==> config.mk <==
export PLATFORM = sky130hd
export DESIGN_NAME = mdu
export DESIGN_NICKNAME = d
export VERILOG_FILES = /design/src/rtl/butterfly_pkg.sv /design/src/rtl/mdu.sv
export SDC_FILE = /design/constraint.sdc
export NUM_CORES = 1
export LEC_CHECK = 0
export BUFFER_PORTS_ARGS = -buffer_cell sky130_fd_sc_hd__buf_2
export CAP_MARGIN = 15
export CORE_ASPECT_RATIO = 0.5
export CORE_MARGIN = 2
export CORE_UTILIZATION = 28
export CTS_CLUSTER_SIZE = 24
export DETAILED_ROUTE_END_ITERATION = 8
export PLACE_DENSITY = 0.45
export SYNTH_ARGS = -nofsm -noshare
export SYNTH_HDL_FRONTEND = slang
export SYNTH_SLANG_ARGS = --single-unit
==> constraint.sdc <==
create_clock -name clk_i -period 6.7 [get_ports clk_i]
set_clock_uncertainty 0.2 [all_clocks]
set_input_delay 1.34 -clock clk_i [delete_from_list [all_inputs] [get_ports clk_i]]
set_output_delay 1.34 -clock clk_i [all_outputs]
set_load 0.02 [all_outputs]
==> src/rtl/butterfly_pkg.sv <==
// Shared ButterFly execute-stage types and constants used by the M-extension unit.
package butterfly_pkg;

  typedef enum logic [2:0] {
    MDU_MUL    = 3'b000,
    MDU_MULH   = 3'b001,
    MDU_MULHSU = 3'b010,
    MDU_MULHU  = 3'b011,
    MDU_DIV    = 3'b100,
    MDU_DIVU   = 3'b101,
    MDU_REM    = 3'b110,
    MDU_REMU   = 3'b111
  } mdu_op_e;

  typedef enum logic [1:0] {
    IDLE = 2'd0,
    CALC = 2'd1,
    DONE = 2'd2
  } mdu_state_e;

  localparam logic [31:0] MDU_DIV_ZERO_Q = 32'hFFFF_FFFF;
  localparam int unsigned MDU_ITERS      = 32;

endpackage

==> src/rtl/mdu.sv <==
// Iterative RV32M multiply/divide unit: 32-step shift-add / restoring divide on a
// shared 64-bit accumulator, with a single-cycle fast path for /0 and signed overflow.
module mdu
  import butterfly_pkg::*;
#(
  parameter int unsigned XLEN = 32
) (
  input  logic            clk_i,
  input  logic            rst_ni,
  input  logic            start_i,
  input  logic [2:0]      mdu_op_i,
  input  logic [XLEN-1:0] operand_a_i,
  input  logic [XLEN-1:0] operand_b_i,
  input  logic            flush_i,
  output logic            busy_o,
  output logic            valid_o,
  output logic [XLEN-1:0] result_o
);

  localparam int unsigned CNT_W = $clog2(MDU_ITERS);
  localparam logic [XLEN-1:0] MIN_NEG = {1'b1, {(XLEN-1){1'b0}}};

  mdu_state_e state_q, state_d;
  mdu_op_e    op_q, op_in;

  logic [CNT_W-1:0]  cnt_q;
  logic [2*XLEN-1:0] acc_q, acc_step, prod;
  logic [XLEN-1:0]   opnd_q;
  logic              neg_q, rem_neg_q;
  logic [XLEN-1:0]   result_q, result_d;
  logic [XLEN+1:0]   sum;

  logic            accept, load_result, last_iter;
  logic            a_signed, b_signed, a_neg, b_neg;
  logic [XLEN-1:0] a_mag, b_mag;
  logic            div_zero, div_ovf, fast;
  logic [XLEN-1:0] fast_result, final_result, quot, rem;

  // Operand decode for the request being offered this cycle
  always_comb begin
    op_in    = mdu_op_e'(mdu_op_i);
    a_signed = (op_in == MDU_MULH) || (op_in == MDU_MULHSU) ||
               (op_in == MDU_DIV)  || (op_in == MDU_REM);
    b_signed = (op_in == MDU_MULH) || (op_in == MDU_DIV) || (op_in == MDU_REM);
    a_neg    = a_signed && operand_a_i[XLEN-1];
    b_neg    = b_signed && operand_b_i[XLEN-1];
    a_mag    = a_neg ? -operand_a_i : operand_a_i;
    b_mag    = b_neg ? -operand_b_i : operand_b_i;
    div_zero = mdu_op_i[2] && (operand_b_i == '0);
    div_ovf  = mdu_op_i[2] && a_signed && (operand_a_i == MIN_NEG) && (operand_b_i == '1);
    fast     = div_zero || div_ovf;
    if (div_zero) fast_result = mdu_op_i[1] ? operand_a_i : MDU_DIV_ZERO_Q;
    else          fast_result = mdu_op_i[1] ? '0 : operand_a_i;
  end

  // One iteration of the shared adder: add multiplicand, or trial-subtract divisor
  always_comb begin
    sum      = '0;
    acc_step = acc_q;
    if (!op_q[2]) begin
      sum      = {2'b00, acc_q[2*XLEN-1:XLEN]} + {2'b00, opnd_q};
      acc_step = acc_q[0] ? {sum[XLEN:0], acc_q[XLEN-1:1]} : {1'b0, acc_q[2*XLEN-1:1]};
    end else begin
      sum      = {1'b0, acc_q[2*XLEN-1:XLEN-1]} - {2'b00, opnd_q};
      acc_step = sum[XLEN+1] ? {acc_q[2*XLEN-2:0], 1'b0}
                             : {sum[XLEN-1:0], acc_q[XLEN-2:0], 1'b1};
    end
  end

  always_comb begin
    prod = neg_q ? -acc_step : acc_step;
    quot = acc_step[XLEN-1:0];
    rem  = acc_step[2*XLEN-1:XLEN];
    if (!op_q[2])      final_result = (op_q == MDU_MUL) ? prod[XLEN-1:0] : prod[2*XLEN-1:XLEN];
    else if (op_q[1])  final_result = rem_neg_q ? -rem : rem;
    else               final_result = neg_q ? -quot : quot;
  end

  always_comb begin
    state_d     = state_q;
    accept      = (state_q == IDLE) && start_i && !flush_i;
    last_iter   = (cnt_q == CNT_W'(MDU_ITERS - 1));
    load_result = 1'b0;
    result_d    = final_result;
    case (state_q)
      IDLE: begin
        if (accept) begin
          state_d     = fast ? DONE : CALC;
          load_result = fast;
          result_d    = fast_result;
        end
      end
      CALC: begin
        if (last_iter) begin
          state_d     = DONE;
          load_result = 1'b1;
        end
      end
      DONE:    state_d = IDLE;
      default: state_d = IDLE;
    endcase
    if (flush_i) begin
      state_d     = IDLE;
      load_result = 1'b0;
    end
  end

  always_ff @(posedge clk_i or negedge rst_ni) begin
    if (!rst_ni) state_q <= IDLE;
    else         state_q <= state_d;
  end

  // Multiply seeds the low half with the multiplier, divide with the dividend
  always_ff @(posedge clk_i or negedge rst_ni) begin
    if (!rst_ni) begin
      op_q      <= MDU_MUL;
      cnt_q     <= '0;
      acc_q     <= '0;
      opnd_q    <= '0;
      neg_q     <= 1'b0;
      rem_neg_q <= 1'b0;
      result_q  <= '0;
    end else begin
      if (accept) begin
        op_q      <= op_in;
        cnt_q     <= '0;
        acc_q     <= {{XLEN{1'b0}}, (mdu_op_i[2] ? a_mag : b_mag)};
        opnd_q    <= mdu_op_i[2] ? b_mag : a_mag;
        neg_q     <= a_neg ^ b_neg;
        rem_neg_q <= a_neg;
      end else if (state_q == CALC) begin
        acc_q <= acc_step;
        cnt_q <= cnt_q + 1'b1;
      end
      if (load_result) result_q <= result_d;
    end
  end

  assign busy_o   = (state_q != IDLE);
  assign valid_o  = (state_q == DONE);
  assign result_o = result_q;

endmodule
==> results.sh <==
export IMPL_status="finished clean"
export IMPL_dr_pass1_iters=5
export IMPL_avgViaCountPerCell=5.90
export IMPL_internal_power_mw=3.83
export IMPL_final_common_cell="nand2_1"
export IMPL_cp_data_required_time_ns=6.90
export IMPL_start_util=0.285
export IMPL_cap_violations=0
export IMPL_routed_wl_um=82300
export IMPL_cts_root_buf="clkbuf_16"
export IMPL_cp_arrival_ns=6.25
export IMPL_grt_max_degree=118
export IMPL_die_h_um=178
export IMPL_post_cts_resized=0
export IMPL_worst_setup_path_type="flip-flop to flip-flop"
export IMPL_setup_worst_path_end_class="flip-flop"
export IMPL_whs_ns=0.290
export IMPL_seqPwrFrac=0.158
export IMPL_ys_seq_area_frac=0.207
export IMPL_dp_hpwl_um=64000
export IMPL_total_power_mw=8.99
export IMPL_dp_slack_ns=0.715
export IMPL_p_sw_frac=0.574
export IMPL_grt_pass1_wl_um=119000
export IMPL_synth_cell_types=111
export IMPL_n_fill_cell=6520
export IMPL_htreeDepth=4
export IMPL_grt_overflow_total=0
export IMPL_finalCriticalPeriod_ns=6.05
export IMPL_final_nets=2520
export IMPL_p_switching_mw=5.16
export IMPL_rsz0062_at_grt="false"
export IMPL_layout_drive_gt1_share=0.112
export IMPL_holdCritPathClass="flip-flop to flip-flop"
export IMPL_final_max_slew_viol_count=0
export IMPL_crit_chain="ha_1 -> a21oi_4 -> o21ai_2 -> o21ai_2 -> nand2_1 -> o21ai_1 -> a21oi_2 -> a21oi_1 -> ha_1 -> o2111ai_1 -> or4_1 -> or2_0 -> nand4b_1 -> or2_1 -> o41ai_1 -> xnor2_1 -> o21ai_0 -> a21oi_1"
export IMPL_cp_max_fo=9
export IMPL_drtAntennaViolNets=0
export IMPL_post_cts_buffers=0
export IMPL_antenna_cells=0
export IMPL_p_comb_frac=0.730
export IMPL_powerDensity_nw_per_um2=476
export IMPL_worstMarginPinSlew_ns=1.30
export IMPL_syn_area_um2=17000
export IMPL_gp_congestion=0.979
export IMPL_io_buffers=104
export IMPL_place_inst=3169
export IMPL_fmax_mhz=165
export IMPL_grt_pass1_vias=17292
export IMPL_final_util=0.318
export IMPL_area_delta_synth_final_pct=11.4
export IMPL_postSynthNetCount=2498
export IMPL_ys_flop_type="dfrtp_1"
export IMPL_postCtsHoldBufs=0
export IMPL_die_area_um2=62700
export IMPL_max_stage_delay_ns=0.62
export IMPL_clk_pin_slew_ns=0.07
export IMPL_setup_viol=0
export IMPL_cpMaxStageDelayCell="or4_1"
export IMPL_core_area_um2=59500
export IMPL_start_kind="flip-flop"
export IMPL_stdcell_area_um2=18900
export IMPL_p_clk_frac=0.112
export IMPL_grt_util_all_layers=0.256
export IMPL_cts_tree="done"
export IMPL_mostFrequentLayoutCells="307 x nand2_1, 228 x o21ai_0, 189 x a21oi_1"
export IMPL_cts_sinks=140
export IMPL_wl_per_cell_um=25.7
export IMPL_synth_edf_count=0
export IMPL_die_width_um=352
export IMPL_drc=0
export IMPL_ios=105
export IMPL_period_share=0.902
export IMPL_cts_made_buffers=17
export IMPL_clock_latency_ns=0.48
export IMPL_setup_slack_ns=0.653
export IMPL_timing_hold_violations_final=0
export IMPL_async_flop_share=1.00
export IMPL_clockBufferDepth=2
export IMPL_leakagePower_nw=7.62
export IMPL_synth_seq_cells=140
export IMPL_yosys_warnings=0
export IMPL_syn_inst=2354
export IMPL_slew_headroom=0.125
export IMPL_layout_cells_non_filler=3200
export IMPL_antenna_found_initial=3
export IMPL_avgSynthCellArea_um2=7.20
export IMPL_drt_iter0_markers=2129
export IMPL_num_rows=63
export IMPL_num_vias=18883
export IMPL_dpl_cell_area_um2=18300
export IMPL_ir_drop_uv=231
export IMPL_setup_tns_final_ns=0
layout make-up:
type | instances | area, um2 | area share
tap | 812 | 1020 | 0.0538
sequential | 140 | 3510 | 0.186
clock inverter | 13 | 141 | 0.00748
timing repair buffer | 166 | 1020 | 0.0540
clock buffer | 18 | 439 | 0.0232
inverter | 75 | 282 | 0.0149
multi-input combinational | 1976 | 12500 | 0.661
registers in the layout, summed over array words and instances (netlist names):
register / flops
acc_q: 64
opnd_q: 32
result_o: 32
cnt_q: 5
op_q: 3
state_q: 2
neg_q: 1
rem_neg_q: 1
cell families after synthesis:
logic type               after synthesis  synth area share
multiplexers                          64            0.0384
XOR/XNOR                             162            0.0837
flip-flops                           140             0.207
AND/OR/NAND/NOR                      872             0.247
buffers and inverters                238            0.0586
adder cells (fa/ha/maj)               98            0.0695
AO/OA/AOI/OAI                        780             0.297
power by group through the flow:
| stage | combinational (mW) | clock, mW | sequential [mW] |
|---|---|---|---|
| after floorplan | 4.28 | 0 | 1.32 |
| after global placement | 6.38 | 0 | 1.41 |
| after detailed placement | 6.33 | 0 | 1.42 |
| after CTS | 6.37 | 1.02 | 1.41 |
| after global routing | 7.02 | 1.05 | 1.45 |
| final | 6.56 | 1.01 | 1.42 |
synth_stat cells (all sizes together), types with 12 or more instances:
cell type	number	area [um2]
buf	51	292
o221ai	19	166
or2	12	77.6
o21ai	239	1210
clkbuf	112	420
maj3	25	250
nor2	190	723
nand3	92	465
a31oi	31	194
a21o	30	226
nor4	28	203
inv	72	270
and3	18	113
o21a	16	120
nand2	307	1150
dfrtp	140	3500
nor3	68	340
nor2b	16	100
o41ai	15	146
mux2i	55	551
a21oi	195	1010
o211ai	61	463
a211oi	24	185
o31ai	27	208
xor2	60	526
ha	71	888
nand2b	23	144
a2111oi	12	106
nand4	37	246
or3	28	175
xnor2	102	893
final timing paths:
kind,from,to,slack [ns],cells after the start
max in group asynchronous,rst_ni,acc_q[60],4.11,2
min,result_o[11],result_o[11],0.29,2
max reg2reg,acc_q[41],result_o[26],0.65,18
min in group asynchronous,rst_ni,acc_q[3],0.74,1
max,acc_q[41],result_o[26],0.65,18
min reg2reg,result_o[11],result_o[11],0.29,2
layer usage:
metal  wire length [um]  GRT usage  share of wire
met1              38700      0.375           0.47
met2              34700      0.384           0.42
met3               6650     0.0365          0.081
met4               2260     0.0810          0.027
met5                  0          0              0
worst max-delay path: cells and delay by family (launching register included):
kind,cells,cell delay (ns)
AO/OA/AOI/OAI,10,2.49
AND/OR/NAND/NOR,5,1.90
adder cells (fa/ha/maj),2,0.73
flip-flops,1,0.46
XOR/XNOR,1,0.16
Power figures use the tool's default switching activity.
